[src/rtl/l2_mem_arbiter.sv]
// l2_mem_arbiter
// Shares a single line-granular L2 port between the L1 I-cache and D-cache
// miss ports. The D side wins ties. A saturating starvation counter forces an
// I grant once the D side has taken STARVE_LIMIT grants in a row while the
// I side was waiting. Every output is driven straight from a register.
module l2_mem_arbiter #(
  parameter int ADDR_WIDTH   = 16,
  parameter int LINE_WIDTH   = 128,
  parameter int STARVE_LIMIT = 4
) (
  input  logic                  clk,
  input  logic                  reset,
  // I-side client
  input  logic [ADDR_WIDTH-1:0] i_address,
  input  logic                  i_read,
  output logic [LINE_WIDTH-1:0] i_rdata,
  output logic                  i_resp,
  // D-side client
  input  logic [ADDR_WIDTH-1:0] d_address,
  input  logic                  d_read,
  input  logic                  d_write,
  input  logic [LINE_WIDTH-1:0] d_wdata,
  output logic [LINE_WIDTH-1:0] d_rdata,
  output logic                  d_resp,
  // L2 port
  output logic [ADDR_WIDTH-1:0] l2_address,
  output logic                  l2_read,
  output logic                  l2_write,
  output logic [LINE_WIDTH-1:0] l2_wdata,
  input  logic [LINE_WIDTH-1:0] l2_rdata,
  input  logic                  l2_resp
);

  typedef enum logic [2:0] {
    IDLE,
    BUSY_I,
    BUSY_D,
    DONE_I,
    DONE_D
  } state_t;

  // The counter is 4 bits wide, which covers the full 1..15 limit range.
  localparam logic [3:0] LIMIT = 4'(STARVE_LIMIT);

  state_t                state_reg,   state_next;
  logic [3:0]            starve_reg,  starve_next;
  logic [ADDR_WIDTH-1:0] addr_reg,    addr_next;
  logic [LINE_WIDTH-1:0] wdata_reg,   wdata_next;
  logic                  rd_reg,      rd_next;
  logic                  wr_reg,      wr_next;
  logic [LINE_WIDTH-1:0] i_rdata_reg, i_rdata_next;
  logic [LINE_WIDTH-1:0] d_rdata_reg, d_rdata_next;
  logic                  i_resp_reg,  i_resp_next;
  logic                  d_resp_reg,  d_resp_next;

  logic d_req;
  logic i_starved;

  // A read+write combination from the D side counts as one request (a write).
  assign d_req     = d_read | d_write;
  // The I side is owed a grant once the D side used up its run of grants.
  assign i_starved = i_read && (starve_reg == LIMIT);

  // Next-state, grant latching, data capture and response pulse generation.
  always_comb begin
    state_next   = state_reg;
    starve_next  = starve_reg;
    addr_next    = addr_reg;
    wdata_next   = wdata_reg;
    rd_next      = rd_reg;
    wr_next      = wr_reg;
    i_rdata_next = i_rdata_reg;
    d_rdata_next = d_rdata_reg;
    i_resp_next  = 1'b0;
    d_resp_next  = 1'b0;

    case (state_reg)
      IDLE: begin
        if (d_req && !i_starved) begin
          // D grant: the write flag wins, so read+write becomes a pure write.
          state_next = BUSY_D;
          addr_next  = d_address;
          wdata_next = d_wdata;
          wr_next    = d_write;
          rd_next    = !d_write;
          if (!i_read) begin
            starve_next = 4'd0;
          end else if (starve_reg != LIMIT) begin
            starve_next = starve_reg + 4'd1;
          end
        end else if (i_read) begin
          state_next  = BUSY_I;
          addr_next   = i_address;
          rd_next     = 1'b1;
          wr_next     = 1'b0;
          starve_next = 4'd0;
        end else begin
          // Nobody waiting on the I side: forget any previous D streak.
          starve_next = 4'd0;
        end
      end

      BUSY_I: begin
        if (l2_resp) begin
          state_next   = DONE_I;
          rd_next      = 1'b0;
          wr_next      = 1'b0;
          i_rdata_next = l2_rdata;
          i_resp_next  = 1'b1;
        end
      end

      BUSY_D: begin
        if (l2_resp) begin
          state_next  = DONE_D;
          // Write completions leave the previously returned line untouched.
          if (rd_reg) begin
            d_rdata_next = l2_rdata;
          end
          rd_next     = 1'b0;
          wr_next     = 1'b0;
          d_resp_next = 1'b1;
        end
      end

      // The response pulse is visible during DONE; the arbiter then frees up.
      DONE_I, DONE_D: begin
        state_next = IDLE;
      end

      default: begin
        state_next = IDLE;
      end
    endcase
  end

  // State, counter and every output register; reset abandons any transfer.
  always_ff @(posedge clk) begin
    if (reset) begin
      state_reg   <= IDLE;
      starve_reg  <= 4'd0;
      addr_reg    <= '0;
      wdata_reg   <= '0;
      rd_reg      <= 1'b0;
      wr_reg      <= 1'b0;
      i_rdata_reg <= '0;
      d_rdata_reg <= '0;
      i_resp_reg  <= 1'b0;
      d_resp_reg  <= 1'b0;
    end else begin
      state_reg   <= state_next;
      starve_reg  <= starve_next;
      addr_reg    <= addr_next;
      wdata_reg   <= wdata_next;
      rd_reg      <= rd_next;
      wr_reg      <= wr_next;
      i_rdata_reg <= i_rdata_next;
      d_rdata_reg <= d_rdata_next;
      i_resp_reg  <= i_resp_next;
      d_resp_reg  <= d_resp_next;
    end
  end

  assign l2_address = addr_reg;
  assign l2_read    = rd_reg;
  assign l2_write   = wr_reg;
  assign l2_wdata   = wdata_reg;
  assign i_rdata    = i_rdata_reg;
  assign d_rdata    = d_rdata_reg;
  assign i_resp     = i_resp_reg;
  assign d_resp     = d_resp_reg;

endmodule
[config.mk]
export PLATFORM = sky130hd
export DESIGN_NAME = l2_mem_arbiter
export DESIGN_NICKNAME = d
export VERILOG_FILES = /design/src/rtl/l2_mem_arbiter.sv
export SDC_FILE = /design/constraint.sdc
export NUM_CORES = 1
export LEC_CHECK = 0
export BUFFER_PORTS_ARGS = -buffer_cell sky130_fd_sc_hd__buf_2
export CORE_AREA = 8 8 264 266
export DETAILED_ROUTE_END_ITERATION = 12
export DIE_AREA = 0 0 272 274
export SYNTH_ARGS = -nofsm -noshare
export SYNTH_HDL_FRONTEND = slang
export SYNTH_SLANG_ARGS = --single-unit
[constraint.sdc]
create_clock -name clk -period 1.6 [get_ports clk]
set_input_delay 0.08 -clock clk [delete_from_list [all_inputs] [get_ports clk]]
set_output_delay 0.08 -clock clk [all_outputs]
set_load 0.05 [all_outputs]
# Word-level counts from Yosys, hierarchy flattened
# Cells that the tools add are included.
[op_classes]
add_sub_neg = 1
multipliers = 0
div = 0
magnitude_cmp = 0
eq_ne = 9
shift = 0
n_mux = 18
bitwise = 3
reduce_logical = 17
[op_table]
columns = ["operator", "n"]
rows = [
  ["16-bit 2-to-1 mux", 2],
  ["3-bit 2-to-1 mux", 4],
  ["4-bit 2-to-1 mux", 3],
  ["3-bit one-hot mux with 3 select lines", 1],
  ["3-bit AND reduction", 3],
  ["2-bit AND reduction", 4],
  ["1-bit 2-to-1 mux", 6],
  ["2-bit OR reduction", 3],
  ["4-bit by 1-bit adder with 4-bit output (second input constant)", 1],
  ["4-bit by 3-bit == test with 1-bit output (second input constant)", 1],
  ["2-bit inequality test (second input constant)", 2],
  ["4-bit by 3-bit inequality test with 1-bit output (second input constant)", 1],
  ["1-bit one-hot mux with 2 select lines", 2],
  ["2-bit nonzero test", 2],
  ["3-bit by 1-bit == test with 1-bit output (second input constant)", 1],
  ["3-bit by 2-bit == test with 1-bit output (second input constant)", 1],
  ["3-bit logical NOT", 1],
  ["3-bit by 2-bit inequality test with 1-bit output (second input constant)", 1],
  ["3-bit inequality test (second input constant)", 1],
  ["1-bit logical AND", 2],
  ["1-bit logical NOT", 2],
  ["2-bit by 1-bit inequality test with 1-bit output (second input constant)", 1],
  ["1-bit inverter", 2],
  ["1-bit OR", 1],
]
[totals]
reg_bits = 411
latchBits = 0
ramBits = 0
rom_bits = 0
memories = 0

# Longest topological paths before layout
[logic_depth]
depth_word = 6
depth_mapped = 8

# Worst setup path after synthesis
# No wires, ideal clock.
[synth_path]
path_kind = "register to register"
from = "reg starve_reg[0]"
to = "reg wdata_reg[0], in the netlist l2_wdata[0]"
t_arrival_ns = 1.652
path_slack_ns = -0.123
stages_incl_launch_ff = 9
synth_period_minus_slack_ns = 1.723
cell_sequence = "dfxtp_1 > inv_1 > ha_1 > and4b_1 > buf_2 > nor3_4 > buf_8 > buf_12 > mux2i_1"
[synth_between]
elab_chain_len = 5
[synth_rtl]
columns = ["item", "line_no", "text"]
rows = [
  ["start, declared", "46", "logic [3:0] starve_reg, starve_next;"],
  ["start signal, assigned", "152", "starve_reg <= starve_next;"],
  ["4-bit by 3-bit == test with 1-bit output", "62", "assign i_starved = i_read && (starve_reg == LIMIT);"],
  ["1-bit logical AND", "62", ""],
  ["1-bit logical NOT", "79", "if (d_req && !i_starved) begin"],
  ["1-bit logical AND", "79", ""],
  ["2-bit AND reduction (no source line)", "n/a", ""],
  ["end signal, assigned", "154", "wdata_reg <= wdata_next;"],
  ["end, declared", "48", "logic [LINE_WIDTH-1:0] wdata_reg, wdata_next;"],
]
# No other way between the ends.
# A chain may end at the register's enable or synchronous reset.

# Worst setup path after layout
[layout_path]
from = "reg state_reg[1]"
to = "reg wdata_reg[22], in the netlist l2_wdata[22]"
[layout_between]
elab_chain_len = 2
[layout_rtl]
columns = ["item", "line_no", "text"]
rows = [
  ["start, declared", "45", "state_t state_reg, state_next;"],
  ["start signal, assigned", "151", "state_reg <= state_next;"],
  ["3-bit logical NOT", "77", "case (state_reg)"],
  ["2-bit AND reduction (no source line)", "n/a", ""],
]
# No other way between the ends.

==> summary.txt <==
Clocking
  – Total clock sinks: between 400 and 500
  – Worst-skew pair later-pin latency: 0.57 ns
  – Clk slew on worst S/H paths: approximately 0.060 ns
  – Root Buffer: clkbuf_16
  – H-Tree Depth: 2
  – CTS tree: yes
  – Clock Path Buffers: 3
  – TritonCTS Buffers: 46

Placement
  – Dpl hpwl: ~53,000 um
  – PortBufs: ~700
  – Cells after DPL: 3,385
  – Place WS: -0.0998 ns
  – Placed instance area: 0.0215 sq mm
  – Routability cong.: a little under 0.9

Power
  – Post-layout power: roughly 29 mW
  – VDD IR max: roughly 0.65 mV
  – Int Pwr: between 15 and 20 mW
  – Sequential fraction of design power: 0.385
  – Leakage: 11.7 nW
  – Sw Pwr: roughly 8.8 mW
  – Switching Fraction: 0.306
  – Comb pwr share: 0.226
  – Power Dens Cells: 1080 mW/mm^2
  – Clock power share: 0.390

Timing
  – Worst clock skew: about 0.011 ns
  – Fin worst setup slack: -0.187 ns
  – Worst slew margin: 0.718
  – Slew Viols, Final: 0
  – Min Hold Slack: between 0.2 and 0.3 ns
  – RSZ-0062 raised after global routing: true
  – Min Tclk post-route: roughly 1.8 ns
  – Slew @ Worst Pin: 0.423 ns
  – TNS Setup: -12.38 ns
  – Final setup fails: between 100 and 150
  – Period Utilization, post-route: 1.12
  – Fin. Hold Viols: 0
  – Fmax: around 560 MHz

Worst setup path
  – Crit Path Max Fanout: 7
  – CP top delay family: simple AND/OR/NAND/NOR gates
  – CP Data Required Time: 2.07 ns
  – CP arrival: roughly 2.3 ns
  – CP cell instances: or3_4 > nor3_4 > buf_6 > buf_12 > clkbuf_16 > mux2i_1
  – Highest cell delay on the worst timing path: between 0.3 and 0.4 ns
  – Buf/Inv on CP: 3
  – Worst R2R End: l2_wdata[22]$_SDFFE_PP0P_
  – Reg-to-reg slack, setup: -0.19 ns
  – Crit-path slowest cell: or3_4
  – CP Class: register to register
  – Startpoint types: register
  – Critical path endpoint category: register
  – R2r worst-path depth: 6
  – Critical R2R Launch: state_reg[1]$_SDFFE_PP0P_

Cells and area
  – NumNets Final: around 3,200
  – Most frequent cells in the layout: 696 x buf_2, 406 x dfxtp_1, 293 x dlygate4sd3_1
  – Layout area overhead: 63.5%
  – Share of cells above drive strength 1: 0.333
  – Finished Cell Area: between 0.02 and 0.03 sq mm
  – Leading cell type in the layout, fill and taps excluded: buf_2
  – Cell Count, Final, Fillers Out: roughly 3,800
  – Final cell utilization of the core: 0.409

Route
  – Post-route ant nets: 0
  – Via count: 17,400
  – Detailed Route WL: ~75,000 um
  – DRT iter0 DRCs: roughly 1,100
  – Drc violations: 0
  – First-pass iteration count of the detailed router: 5
  – Wire length per cell: about 20 um
  – Via-to-Cell Ratio: ~4.6

GRT
  – Initial antenna violation count: 1
  – Largest net degree at the start of global routing: 61
  – Vias in the first global route: around 18,000
  – GRT Residual Overflow: 0
  – Global-route wire length before repair: between 100,000 and 150,000 um
  – All-Layer GR Usage: 0.182

Synth
  – FFs w/ async S/R, synth: 0
  – Main flop type after synthesis: dfxtp_1
  – Cells after synthesis: between 1,500 and 2,000
  – Avg Cell Area, Syn: between 8 and 9 sq um
  – Synth top area share: 0.504
  – Number of flops mapped to enable cells by yosys: 0
  – Ys Warns: 0
  – Yosys top cell by area: dfxtp_1
  – Syn Nets: ~2,200
  – Synth Register Bits: slightly above 400
  – Unique masters post-synth: 38
  – Post-Syn Area: around 0.016 sq mm
  – Sequential share of the synthesized area: 0.504
  – Synth top area cells: dfxtp_1 50%, nand2b_1 9.9%, a21oi_1 8.4%

Min path
  – Worst hold stages: 4
  – Worst min path class: input port to register
  – Hold path endpoint: i_rdata[94]$_SDFFE_PP0P_
  – Hold_sp: l2_rdata[94]

Outcome
  – Failing checks: setup timing
  – Status: finished with violations

Floorplanning
  – Std cell rows: 94
  – Starting Density: 0.250
  – Die Ht: 274 um
  – Core area: approximately 0.065 sq mm
  – Chip Width: roughly 270 um
  – Die ar.: ~0.075 sq mm
  – Io pins: about 700

Flow run
  – Total of max-cap violations: 0
-- per-layer routing --
layer  vias up  track usage  part of all wire
li1       8357            -                 -
met1      8198        0.203              0.38
met2       714        0.325              0.50
met3       138       0.0550             0.082
met4         2       0.0705             0.042
met5         -            0           0.00016
-- power groups by stage --
stage	Sequential, mW	Combinational, mW	Clock [mW]
finish	11.1	6.49	11.2
global route	11.1	6.81	11.9
CTS	11.1	6.15	11.5
detailed placement	11.3	5.55	0
global placement	11.3	5.54	0
floorplan	13.0	1.83	0
-- worst register-to-register path, delay by kind of cell (launching register included) --
kind	cells	cell delay, ns
buffers and inverters	3	0.50
muxes	1	0.25
DFF	1	0.34
and+or+nand+nor	2	0.60
-- synth_stat cells (2+ instances only) --
master and count:
nand4_1 3, dfxtp_1 411, buf_12 10, clkbuf_1 132, nand3_1 131, o32ai_1 2, buf_2 23, nand2b_1 259
nand2_1 260, nand3b_1 18, a21oi_1 275, nor3_1 3, nor2_1 3, a31oi_1 2, a311oi_1 16, inv_1 4
ha_1 2, buf_6 4, nand4b_1 3, mux2i_1 128, buf_1 4, o21ai_0 147, and4b_1 2
-- layout make-up --
| cell class | count | area (sq um) |
|---|---|---|
| antenna | 2 | 5.00 |
| clock buffer | 68 | 1380 |
| clock inverter | 14 | 221 |
| fill | 6260 | 38600 |
| inverter | 4 | 15.0 |
| multi-input combinational | 1268 | 7330 |
| sequential | 411 | 8230 |
| tap | 864 | 1080 |
| timing repair buffer | 1154 | 8420 |
-- cell families after synthesis --
kind of cell	share of synthesized area
and+or+nand+nor	0.218
AOI/OAI and AO/OA	0.142
DFF	0.504
buffers and inverters	0.0552
muxes	0.0785
adders and majority gates	0.00153
xor gates and xnor gates	0.000537
-- how the worst max path moves through the flow --
stage / from / to / depth (start not counted)
after detailed placement: starve_reg[0]$_SDFFE_PP0P_ / l2_wdata[65]$_SDFFE_PP0P_ / 7
after global routing: state_reg[1]$_SDFFE_PP0P_ / l2_wdata[22]$_SDFFE_PP0P_ / 6
final: state_reg[1]$_SDFFE_PP0P_ / l2_wdata[22]$_SDFFE_PP0P_ / 6
after global placement: starve_reg[0]$_SDFFE_PP0P_ / l2_wdata[71]$_SDFFE_PP0P_ / 7
after floorplan: starve_reg[0]$_SDFFE_PP0P_ / l2_wdata[78]$_SDFFE_PP0P_ / 8
after CTS: starve_reg[1]$_SDFFE_PP0P_ / l2_wdata[114]$_SDFFE_PP0P_ / 7
-- what timing repair did --
item                                    CTS  global route
hold endpoints to repair                408             0
endpoints found under the setup margin  142           218
resized for setup                         2            68
pin swaps                                 0             3
hold buffers                            293             0
gates cloned                              0            15
buffers inserted                          2             6
(Power assumes the default switching activity.)
